### src/rtl/fetch_pc_unit_pkg.sv
// Shared types and defaults for the fetch PC unit and its neighbours.
package fetch_pc_unit_pkg;

   localparam int PC_WIDTH_DEF = 10;
   localparam int LUT_AW_DEF   = 4;
   localparam int CNT_W        = 16;

   // Sequencer states of the fetch unit
   typedef enum logic [1:0] {
      IDLE = 2'd0,
      RUN  = 2'd1,
      DONE = 2'd2
   } fetch_state_e;

   // ALU operation encodings shared with the execute stage
   typedef enum logic [2:0] {
      ALU_ADD  = 3'd0,
      ALU_SUB  = 3'd1,
      ALU_AND  = 3'd2,
      ALU_OR   = 3'd3,
      ALU_XOR  = 3'd4,
      ALU_SLT  = 3'd5,
      ALU_CMPEQ = 3'd6,
      ALU_NOP  = 3'd7
   } alu_op_e;

   // Increment that sticks at all-ones instead of wrapping
   function automatic logic [CNT_W-1:0] sat_inc(input logic [CNT_W-1:0] v);
      return (v == {CNT_W{1'b1}}) ? v : v + CNT_W'(1);
   endfunction

endpackage

### src/rtl/fetch_pc_unit_branch_lut.sv
// Branch-target table: one synchronous write port, one combinational read
// port. A read of the entry being written in the same cycle returns the old
// contents, since the array only changes on the clock edge.
module branch_lut #(
   parameter int AW = 4,
   parameter int DW = 10
) (
   input  logic          clk,
   input  logic          rst_n,
   input  logic          we,
   input  logic [AW-1:0] waddr,
   input  logic [DW-1:0] wdata,
   input  logic [AW-1:0] raddr,
   output logic [DW-1:0] rdata
);

   localparam int DEPTH = 1 << AW;

   logic [DEPTH-1:0][DW-1:0] mem;

   // Table storage; reset clears every target to address zero
   always_ff @(posedge clk or negedge rst_n) begin
      if (!rst_n) begin
         mem <= '0;
      end else if (we) begin
         mem[waddr] <= wdata;
      end
   end

   // Combinational read of the currently stored target
   always_comb begin
      rdata = mem[raddr];
   end

endmodule

### src/rtl/fetch_pc_unit.sv
// Program counter sequencer: IDLE/RUN/DONE control, branch redirection
// through a target table, and a saturating retired-instruction counter.
module fetch_pc_unit
   import fetch_pc_unit_pkg::*;
#(
   parameter int PC_WIDTH = PC_WIDTH_DEF,
   parameter int LUT_AW   = LUT_AW_DEF
) (
   input  logic                clk,
   input  logic                rst_n,
   input  logic                start,
   input  logic [PC_WIDTH-1:0] start_addr,
   input  logic                stall,
   input  logic                halt_req,
   input  logic                branch_en,
   input  logic                jump,
   input  logic [LUT_AW-1:0]   target_idx,
   input  logic                lut_we,
   input  logic [LUT_AW-1:0]   lut_waddr,
   input  logic [PC_WIDTH-1:0] lut_wdata,
   output logic [PC_WIDTH-1:0] pc,
   output logic                fetch_valid,
   output logic                busy,
   output logic                done,
   output logic [CNT_W-1:0]    instr_count
);

   fetch_state_e        state_q, state_d;
   logic [PC_WIDTH-1:0] pc_q, pc_d;
   logic [CNT_W-1:0]    cnt_q;
   logic [PC_WIDTH-1:0] lut_target;
   logic                launch;
   logic                advance;
   logic                taken;

   branch_lut #(
      .AW (LUT_AW),
      .DW (PC_WIDTH)
   ) u_lut (
      .clk   (clk),
      .rst_n (rst_n),
      .we    (lut_we),
      .waddr (lut_waddr),
      .wdata (lut_wdata),
      .raddr (target_idx),
      .rdata (lut_target)
   );

   // Qualifiers: control inputs are only meaningful on a non-stalled RUN cycle
   always_comb begin
      launch  = (state_q == IDLE) && start;
      advance = (state_q == RUN) && !stall;
      taken   = advance && !halt_req && branch_en && jump;
   end

   // State register
   always_ff @(posedge clk or negedge rst_n) begin
      if (!rst_n) state_q <= IDLE;
      else        state_q <= state_d;
   end

   // Next-state logic; start is only honoured from IDLE
   always_comb begin
      state_d = state_q;
      case (state_q)
         IDLE:    if (start) state_d = RUN;
         RUN:     if (!stall && halt_req) state_d = DONE;
         DONE:    state_d = IDLE;
         default: state_d = IDLE;
      endcase
   end

   // Status outputs decoded straight from state
   always_comb begin
      busy        = (state_q == RUN);
      fetch_valid = (state_q == RUN);
      done        = (state_q == DONE);
   end

   // Next PC: halt holds, a taken branch redirects, otherwise sequential
   always_comb begin
      pc_d = pc_q;
      if (launch)                    pc_d = start_addr;
      else if (taken)                pc_d = lut_target;
      else if (advance && !halt_req) pc_d = pc_q + PC_WIDTH'(1);
   end

   // PC and retired count; both hold outside RUN so the final values stay readable
   always_ff @(posedge clk or negedge rst_n) begin
      if (!rst_n) begin
         pc_q  <= '0;
         cnt_q <= '0;
      end else begin
         pc_q <= pc_d;
         if (launch)       cnt_q <= '0;
         else if (advance) cnt_q <= sat_inc(cnt_q);
      end
   end

   assign pc          = pc_q;
   assign instr_count = cnt_q;

endmodule

### config.mk
export PLATFORM = sky130hd
export DESIGN_NAME = fetch_pc_unit
export DESIGN_NICKNAME = d
export VERILOG_FILES = /design/src/rtl/fetch_pc_unit_pkg.sv /design/src/rtl/fetch_pc_unit_branch_lut.sv /design/src/rtl/fetch_pc_unit.sv
export SDC_FILE = /design/constraint.sdc
export NUM_CORES = 1
export LEC_CHECK = 0
export CORE_ASPECT_RATIO = 1.1
export CORE_MARGIN = 2
export CORE_UTILIZATION = 25
export DETAILED_ROUTE_END_ITERATION = 7
export MAX_ROUTING_LAYER = met4
export PLACE_DENSITY_LB_ADDON = 0.3
export SYNTH_ARGS = -nofsm -noshare
export SYNTH_HDL_FRONTEND = slang
export SYNTH_HIERARCHICAL = 1
export SYNTH_SLANG_ARGS = --single-unit
### constraint.sdc
create_clock -name clk -period 4.95 [get_ports clk]
set_clock_uncertainty 0.2 [all_clocks]
set_input_delay 1.485 -clock clk [delete_from_list [all_inputs] [get_ports clk]]
set_output_delay 1.485 -clock clk [all_outputs]
set_load 0.02 [all_outputs]
==> metrics.md <==
| Metric | Value |
|---|---|
| Most frequent cells in the layout | `188 x dfrtp_1, 160 x mux2_2, 61 x clkdlybuf4s50_1` |
| Main synth FF type | `dfrtp_1` |
| Share of post-route cells with drive strength above 1 | `38.0%` |
| Slowest Stage Delay on Critical Path | `about 780 ps` |
| HP Class | `reg2reg` |
| Maximum operating frequency | `roughly 280 MHz` |
| Most common cell after layout, fill and taps aside | `dfrtp_1` |
| Dpl cells | `between 1000 and 1500` |
| Crit path depth | `4` |
| First-pass GRT wire length | `roughly 36000 um` |
| Kind of critical path | `in2reg` |
| CP delay by family, top | `simple AND/OR/NAND/NOR gates` |
| Fin. Hold Viols | `0` |
| Max FO, Critical Path | `10` |
| Pleak | `4.32 nW` |
| Synthesized area | `~9000 sq um` |
| Clock root buffer | `clkbuf_16` |
| Fin cells | `between 1000 and 1500` |
| DR vias | `5716` |
| Port bufs | `64` |
| Placer Congestion | `around 0.77` |
| Final setup fails | `0` |
| RSZ-0062 raised after global routing | `no` |
| Clk sinks | `188` |
| Layout net count | `~750` |
| Core Region | `35400 sq um` |
| Status | `complete, no violations` |
| Die Width | `about 190 um` |
| Max Buffers Root-to-Sink | `2` |
| Antenna violations before repair | `0` |
| Avg WL per Cell | `about 19 um` |
| # DRC | `0` |
| Post-synth net total | `between 600 and 700` |
| ANT cells | `0` |
| Cell count after synthesis | `between 600 and 700` |
| Final min period | `between 3000 and 4000 ps` |
| Slew @ Worst Pin | `approximately 800 ps` |
| Vias in the first global route | `~6000` |
| Initial drt markers | `379` |
| Arrival @ worst endpoint | `~3700 ps` |
| Peak supply drop | `between 200 and 300 uV` |
| Boundary Pins | `between 60 and 70` |
| Row count | `72` |
| Seq/Total Area, Yosys | `around 52%` |
| Required @ worst endpoint | `a little over 5000 ps` |
| Post CTS Setup Buffer Count | `0` |
| CTS tree | `done` |
| FF-to-FF setup slack | `around 2700 ps` |
| Resize count post-CTS | `0` |
| Async SR Flop Fraction | `100%` |
| Worst Reg-to-Reg Cells | `4` |
| Crit share post-route | `just over 70%` |
| Die footprint | `around 38000 sq um` |
| CTS H-tree depth | `4` |
| Synth warnings | `6` |
| Worst-path clk slew | `around 80 ps` |
| GR Util All Layers | `about 13%` |
| Total CTS buffers | `17` |
| WL final | `around 22000 um` |
| Max_slew headroom | `about 47%` |
| Hold depth | `1` |
| DIE HEIGHT | `around 200 um` |
| Via-per-instance ratio | `about 4.8` |
| Hold_buf cts | `0` |
| Kind of end point of the critical path | `flop` |
| Pins over their slew limit | `0` |
| Hold Path End | `u_lut/mem[116]` |
| EDFF count, synth | `0` |
| Area Overhead vs Synth | `20.2%` |
| Hold path start | `u_lut/mem[116]` |
| Critical path's slowest cell | `clkdlybuf4s50_1` |
| GR Overflow Total | `0` |
| Synth Register Bits | `about 190` |
| PD cells | `approximately 420 nW/um^2` |
| # Max-Cap Violations | `0` |
| Post-synth cell types | `a little over 60` |
| Initial core utilization | `25.5%` |
| R2R Path Start | `state_q[1]` |
| Worst R2R End | `instr_count[15]` |
| Startpoint Class | `input port` |
| Worst path buffer plus inverter count | `1` |
| Final setup TNS | `0 ps` |
| ANT nets after route | `0` |
| Worst-Skew Late Latency | `between 400 and 500 ps` |
| Avg Inst Size Synth | `about 14 sq um` |
| Largest net degree at the start of global routing | `67` |
| TritonRoute pass-1 iters | `4` |
| Hpwl dp | `about 15000 um` |
| CP Cell Sequence | `clkdlybuf4s50_1 -> nand2_1 -> nor2_2 -> mux2_2` |
through the flow:
stage	util [%]	hold slack [ps]	total power [W]	instance area [sq um]	worst slack, ps
floorplan	-	253	0.00284	9020	1520
global placement	29.0	277	0.00321	10300	922
detailed placement	29.0	280	0.00323	10300	912
CTS	30.6	298	0.00462	10800	1380
global route	30.6	318	0.00482	10800	1300
finish	30.6	295	0.00456	10800	1380
worst register-to-register path, stage by stage (launching register included):
cell	delay (ps)
dfrtp_1	460
or3b_1	530
or2_0	400
nor4_1	360
mux2i_1	230
power by group:
group / total, W / leakage (nW) / switching (W) / internal, W
clock network: 0.00137 / 0.278 / 0.000652 / 0.000717
logic: 0.00107 / 1.71 / 0.000457 / 0.000610
registers: 0.00213 / 2.33 / 0.000237 / 0.00189
total: 0.00456 / 4.32 / 0.00135 / 0.00322
registers in the layout, indices dropped and copies added, names as in the netlist:
register,cells
u_lut/mem,160
pc,10
state_q,2
instr_count,16
synth_stat cells (all sizes together), types with 3 or more instances:
master	count	share of area [%]
o31ai	6	0.50
a22oi	22	1.8
buf	17	1.1
a31oi	4	0.28
nor4	8	1.1
nor3	6	0.58
nand2	33	1.4
nand4	9	0.76
o211ai	4	0.33
nor3b	4	0.39
mux4	40	10
or3	5	0.35
xor2	3	0.29
mux2	161	20
a211oi	3	0.25
a221o	4	0.44
or4	6	0.50
o21ai	11	0.61
nor2b	3	0.21
clkbuf	23	0.96
nor2	18	0.86
mux2i	3	0.33
a21oi	11	0.61
dfrtp	188	52
nand3	20	1.2
worst max-delay path by stage:
stage / startpoint / endpoint / slack (ps)
6_report: lut_waddr[0] / u_lut/mem[152] / 1380
5_1_grt: lut_waddr[0] / u_lut/mem[157] / 1300
4_1_cts: lut_waddr[0] / u_lut/mem[77] / 1380
3_5_place_dp: lut_waddr[0] / u_lut/mem[77] / 910
2_1_floorplan: target_idx[0] / pc[7] / 1520
3_3_place_gp: lut_waddr[0] / u_lut/mem[73] / 920
kinds of logic (layout without fill, tap and decap cells):
family                     Yosys count  in the layout  synth area share [%]
muxes                              204            204                  30.4
DFF                                188            188                  52.2
and+or+nand+nor                    130            130                  8.89
AOI/OAI and AO/OA                   73             73                  5.61
buffers and inverters               42            119                  2.14
xor gates and xnor gates             5              5                 0.486
adders and majority gates            2              2                 0.277
layer usage:
metal	vias up	share of wire (%)	global-route usage (%)
li1	2590	-	-
met1	3005	49	18.1
met2	113	46	19.4
met3	8	3.7	2.43
met4	0	0.56	2.55
met5	-	0	-
layout make-up:
class	instances	area [sq um]
tap	481	602
inverter	2	7.51
clock inverter	13	148
clock buffer	19	433
timing repair buffer	85	805
sequential	188	4700
fill	3557	24600
multi-input combinational	414	4140
Note: power is estimated with default switching activity, not from simulation.
